File: src/rtl/key_debounce_sched.sv
// rtl/key_debounce_sched.sv - one debounce counter shared round-robin across active-low keys (optional KEY_BOUNCE_STAT_EN)
module key_debounce_sched #(
    parameter int NUM_KEYS        = 4,
    parameter int DEBOUNCE_CYCLES = 500000,
    parameter int CNT_W           = 20,
    parameter int ID_W            = 2
) (
    input  logic                clk,
    input  logic                rst,
    input  logic [NUM_KEYS-1:0] keyin,
    output logic [NUM_KEYS-1:0] key_state,
    output logic [NUM_KEYS-1:0] key_press,
    output logic [NUM_KEYS-1:0] key_release,
    output logic                busy,
`ifdef KEY_BOUNCE_STAT_EN
    output logic [15:0]         bounce_cnt,
`endif
    output logic [ID_W-1:0]     grant_id
);

    localparam logic [1:0] IDLE   = 2'd0;
    localparam logic [1:0] FILTER = 2'd1;
    localparam logic [1:0] COMMIT = 2'd2;

    localparam logic [CNT_W-1:0] CNT_LAST = CNT_W'(DEBOUNCE_CYCLES - 1);
    localparam logic [ID_W-1:0]  ID_LAST  = ID_W'(NUM_KEYS - 1);

    logic [1:0]          state;
    logic [NUM_KEYS-1:0] sync1;
    logic [NUM_KEYS-1:0] ksync;
    logic [NUM_KEYS-1:0] diff;
    logic [ID_W-1:0]     rr_ptr;
    logic [CNT_W-1:0]    cnt;
    logic [ID_W-1:0]     pick;
    logic [ID_W-1:0]     scan_idx;
    logic                pick_found;
    logic                abort;

    // Key index following i, wrapping at NUM_KEYS (which need not be a power of two)
    function automatic logic [ID_W-1:0] next_idx(input logic [ID_W-1:0] i);
        return (i == ID_LAST) ? '0 : i + 1'b1;
    endfunction

    assign diff  = ksync ^ key_state;
    assign busy  = (state != IDLE);
    // The granted key fell back to its committed level before the window closed
    assign abort = (state == FILTER) && !diff[grant_id];

    // Two-flop synchronizer; resets to "released" so no spurious window follows reset
    always_ff @(posedge clk) begin
        if (rst) begin
            sync1 <= '1;
            ksync <= '1;
        end else begin
            sync1 <= keyin;
            ksync <= sync1;
        end
    end

    // Round-robin search for the first differing key starting at rr_ptr
    always_comb begin
        pick       = '0;
        pick_found = 1'b0;
        scan_idx   = rr_ptr;
        for (int i = 0; i < NUM_KEYS; i++) begin
            if (!pick_found && diff[scan_idx]) begin
                pick_found = 1'b1;
                pick       = scan_idx;
            end
            scan_idx = next_idx(scan_idx);
        end
    end

    // Scheduler FSM: grant, filter the granted key for a stable window, commit with a pulse
    always_ff @(posedge clk) begin
        if (rst) begin
            state       <= IDLE;
            key_state   <= '1;
            key_press   <= '0;
            key_release <= '0;
            grant_id    <= '0;
            rr_ptr      <= '0;
            cnt         <= '0;
        end else begin
            key_press   <= '0;
            key_release <= '0;
            case (state)
                IDLE: begin
                    if (|diff) begin
                        grant_id <= pick;
                        cnt      <= '0;
                        state    <= FILTER;
                    end
                end
                FILTER: begin
                    if (abort) begin
                        rr_ptr <= next_idx(grant_id);
                        cnt    <= '0;
                        state  <= IDLE;
                    end else if (cnt == CNT_LAST) begin
                        key_state[grant_id] <= ~key_state[grant_id];
                        if (key_state[grant_id]) begin
                            key_press[grant_id] <= 1'b1;
                        end else begin
                            key_release[grant_id] <= 1'b1;
                        end
                        state <= COMMIT;
                    end else begin
                        cnt <= cnt + 1'b1;
                    end
                end
                COMMIT: begin
                    rr_ptr <= next_idx(grant_id);
                    state  <= IDLE;
                end
                default: state <= IDLE;
            endcase
        end
    end

`ifdef KEY_BOUNCE_STAT_EN
    // Saturating count of windows abandoned because the key bounced back
    always_ff @(posedge clk) begin
        if (rst) begin
            bounce_cnt <= '0;
        end else if (abort && bounce_cnt != 16'hFFFF) begin
            bounce_cnt <= bounce_cnt + 16'd1;
        end
    end
`else
    // Bounce statistics are not built in this configuration
`endif

endmodule

File: config.mk
export PLATFORM = sky130hd
export DESIGN_NAME = key_debounce_sched
export DESIGN_NICKNAME = d
export VERILOG_FILES = /design/src/rtl/key_debounce_sched.sv
export SDC_FILE = /design/constraint.sdc
export NUM_CORES = 1
export LEC_CHECK = 0
export ABC_AREA = 0
export CAP_MARGIN = 20
export CORE_ASPECT_RATIO = 1.75
export CORE_MARGIN = 5
export CORE_UTILIZATION = 60
export DETAILED_ROUTE_END_ITERATION = 16
export MAX_ROUTING_LAYER = met4
export PLACE_DENSITY = 0.83
export SLEW_MARGIN = 20
export SYNTH_ARGS = -nofsm -noshare
export SYNTH_HDL_FRONTEND = slang
export SYNTH_SLANG_ARGS = --single-unit
File: constraint.sdc
create_clock -name clk -period 6.9 [get_ports clk]
set_clock_uncertainty 0.2 [all_clocks]
set_input_delay 2.07 -clock clk [delete_from_list [all_inputs] [get_ports clk]]
set_output_delay 2.07 -clock clk [all_outputs]
set_load 0.02 [all_outputs]
* Word level (Yosys, flattened, before mapping) *
Index checks and enable logic that the tools add are counted.

operators by class
  $lt $le $gt $ge = 6
  bitwise gates (word level) = 5
  div/mod/pow operators = 0
  shifts and indexed selects = 0
  reductions and logical operators = 21
  $add $sub $neg = 5
  $mul = 0
  eq/ne operators = 11
  mux-type cells = 36

operators with widths
  operator                                                                 count
  20-bit 2-to-1 mux                                                        3
  20-bit one-hot mux with 2 select lines                                   1
  2-bit 2-to-1 mux                                                         12
  20-bit by 1-bit adder with 20-bit output, second input constant          1
  20-bit by 19-bit equality test with 1-bit output, second input constant  1
  2-bit by 3-bit < comparator with 1-bit output, second input constant     5
  1-bit binary-select mux with 2-bit select                                6
  2-bit equality test, second input constant                               5
  1-bit 2-to-1 mux                                                         10
  5-bit OR reduction                                                       2
  2-bit by 1-bit adder with 2-bit output, second input constant            4
  2-bit one-hot mux with 2 select lines                                    2
  2-bit AND reduction                                                      3
  3-bit AND reduction                                                      2
  2-bit nonzero test                                                       3
  1-bit logical AND                                                        5
  4-bit bitwise mux                                                        1
  1-bit zero test                                                          4
  2-bit inequality test, second input constant                             2
  1-bit NOT                                                                4
  4-bit OR reduction                                                       1
  4-bit XOR                                                                1
  3-bit by 2-bit inequality test with 1-bit output, second input constant  1
  3-bit inequality test, second input constant                             1
  4 further kinds                                                          4

storage, ports and cells
  memory bits (writable) = 0
  bits in latches = 0
  memories = 0
  word-level logic and storage cells = 93
  output and inout bits = 15
  ROM bits = 0
  bits of input ports = 6
  register bits = 46

* Depth between registers and ports, before layout *
  depth in word-level cells = 13
  mapped depth = 7
  depth with buffers taken out = 6

* Worst setup path after synthesis *
No wires, ideal clock.

  path kind = register to output
  start point = reg state[0]
  end point = out busy
  buffers on the path = 1
  path slack = 3787 ps
  required time = 4630 ps
  cell stages (with the launch flop) = 4
  data arrival time = 843 ps
  cell sequence = dfxtp_1 -> clkbuf_1 -> nor2_1 -> inv_1

on the way
  longest elaborated chain between the ends = 1

RTL lines
  what                    RTL line  text
  from (decl)             28        logic [1:0] state;
  from (signal assigned)  77        state <= IDLE;
  from (signal assigned)  92        state <= FILTER;
  from (signal assigned)  99        state <= IDLE;
  2-bit nonzero test      45        assign busy = (state != IDLE);
  to (decl)               14        output logic busy,

No other way between the ends.

* Worst setup path in the final report *
Same ends and word-level chain as after synthesis.

==> results.json <==
{
  "status": "finished clean",
  "start_util": 0.615,
  "synth.distinct_cells": 47,
  "ys_async_sr_fraction": 0,
  "wirelength_mm": 5.17,
  "finalWorstPathRequiredPeriod_ps": 3980,
  "layout_common_cells": "dfxtp_1 (46), clkdlybuf4s50_1 (20), nor2_1 (17), a21oi_1 (17), o21ai_0 (13)",
  "ys_warn_count": 0,
  "post_cts.repair.setup_buffers": 0,
  "regArea_um2": 921,
  "hp-class": "reg -> reg",
  "hold_viol": 0,
  "final_nets": 293,
  "crit_chain": "nor2_1 -> inv_1 -> clkdlybuf4s50_1",
  "slew_viol_final": 0,
  "grt_pass1_vias": 1950,
  "drive_gt1_frac": 0.0816,
  "worst_path_max_delay_cell": "clkdlybuf4s50_1",
  "hp-start": "sync1[1]",
  "ys_seq_area_frac": 0.391,
  "powerDensity_mw_per_mm2": 216,
  "postLayoutCoreUtil": 0.706,
  "numPortBuffers": 20,
  "clock_path_buffers": 2,
  "grt_overflow": 0,
  "netlist_instances": 266,
  "critPathMaxFanout": 12,
  "drtIter0Drc": 31,
  "clkSinkCount": 46,
  "cts_root_buf": "clkbuf_8",
  "dieArea_mm2": 0.00532,
  "vias": 2047,
  "grt_setup_unrepaired": "no",
  "placementRows": 30,
  "nFillCells": 319,
  "grt_max_degree": 25,
  "path_class": "reg -> out",
  "setup_viol": 0,
  "cp-endpoint": "busy",
  "synthFlopType": "dfxtp_1",
  "syn_area_mm2": 0.00235,
  "setup_ws_ps": 2920,
  "post-route-drc-count": 0,
  "grt_pass1_wl_mm": 8.95,
  "p_leak_nw": 0.877,
  "slew_headroom": 0.377,
  "holdWs_ps": 214,
  "path_clk_slew_ps": 80,
  "cp-start-kind": "flip-flop",
  "worst_pin_slew_ps": 922,
  "die_w_um": 57.3,
  "cts_hold_buf": 0,
  "slowest_delay_ps": 590,
  "antenna_found_initial": 0,
  "arrival_ps": 1710,
  "worstSetupStartpoint": "state[0]",
  "syn-num-nets": 278,
  "postSynthAreaPerCell_um2": 8.85,
  "postRouteAntennaNets": 0,
  "synth_seq_cells": 46,
  "syn2layout_area_growth_pct": 14.8,
  "rrSetupSlack_ps": 3960,
  "h-tree-depth": 2,
  "cts_made_buffers": 5,
  "required_ps": 4630,
  "cts-resized-gates": 0,
  "vdd_drop_max_mv": 0.218,
  "num_io_pins": 21,
  "gp_congestion": 0.835,
  "globalRouteTotalUtil": 0.215,
  "core-area_mm2": 0.00383,
  "multi_input_area_mm2": 0.00135,
  "synth-edff-count": 0,
  "finalSetupTns_ps": 0,
  "cp-end-kind": "primary output",
  "wire_per_inst_um": 15.7,
  "diodes": 0,
  "fin_crit_sh": 0.577,
  "total_power_w": 0.000583,
  "die_y_um": 92.9,
  "via_per_inst": 6.20,
  "r2r-start": "key_state[1]",
  "pre_cts_slack_ps": 3040,
  "maxCapViolCount": 0,
  "hpwl_mm": 3.80,
  "fmax_ghz": 0.251,
  "dr.pass1.iters": 4,
  "r2r_end": "cnt[19]",
  "reg2reg_depth": 5,
  "cts_tree": "built",
  "final_common_cell": "dfxtp_1",
  "clk_latency_ps": 290
}
==> synthesized netlist by cell type (all sizes together) (8+ instances only) <==
master,instances,area share
nand4,10,0.027
a21oi,17,0.036
nor2,17,0.027
or2,8,0.021
and2,10,0.027
or3,10,0.027
dfxtp,46,0.39
o21ai,15,0.032
nand3,8,0.017
nand2,9,0.014
nor3,8,0.017
==> sequential cells by signal, summed over array words and instances (netlist names) <==
name / count
ksync: 4
key_release: 4
key_press: 4
sync1: 4
grant_id: 2
cnt: 20
rr_ptr: 2
state: 2
key_state: 4
==> how the worst min path moves through the flow <==
stage	end	slack, ps	cells after the start
4_1_cts	ksync[1]	210	1
6_report	ksync[1]	210	1
3_3_place_gp	ksync[2]	190	1
5_1_grt	ksync[2]	240	1
3_5_place_dp	ksync[1]	190	1
2_1_floorplan	ksync[0]	190	1
==> worst max-delay path: cells and delay by family, from the launching register on <==
| kind | cells | cell delay, ps |
|---|---|---|
| buf+inv | 2 | 670 |
| flops | 1 | 560 |
| simple gates | 1 | 180 |
==> power by group <==
group	switching [W]	internal [W]	total, W
registers	0.00000835	0.000271	0.000279
logic	0.0000351	0.0000248	0.0000599
clock network	0.0000899	0.000154	0.000244
total	0.000133	0.000450	0.000583
==> through the flow <==
step                      cell area, um^2  cells
final                                2700    330
after detailed placement             2560    322
after global routing                 2700    330
after floorplan                      2350    266
after CTS                            2700    330
after global placement               2560    322
==> routing by layer <==
metal	up-vias	wire [um]	track usage
met5	-	0	-
met4	0	139	0.0928
met3	11	145	0.0349
met2	40	2860	0.385
met1	966	2020	0.227
li1	1030	-	-
==> layout make-up <==
type,count,share of cell area
multi-input combinational,200,0.498
sequential,46,0.341
timing repair buffer,21,0.0769
clock buffer,6,0.0306
clock inverter,2,0.0222
tap,48,0.0222
inverter,7,0.00972
==> cells by family after synthesis <==
logic type                 count (synthesis)  synth area share
and+or+nand+nor                          107             0.260
adders and majority gates                  6            0.0319
xor gates and xnor gates                  13            0.0484
buffers and inverters                     20            0.0372
muxes                                      7            0.0409
AOI/OAI and AO/OA                         67             0.190
DFF                                       46             0.391
Note: power is estimated with default switching activity, not from simulation.
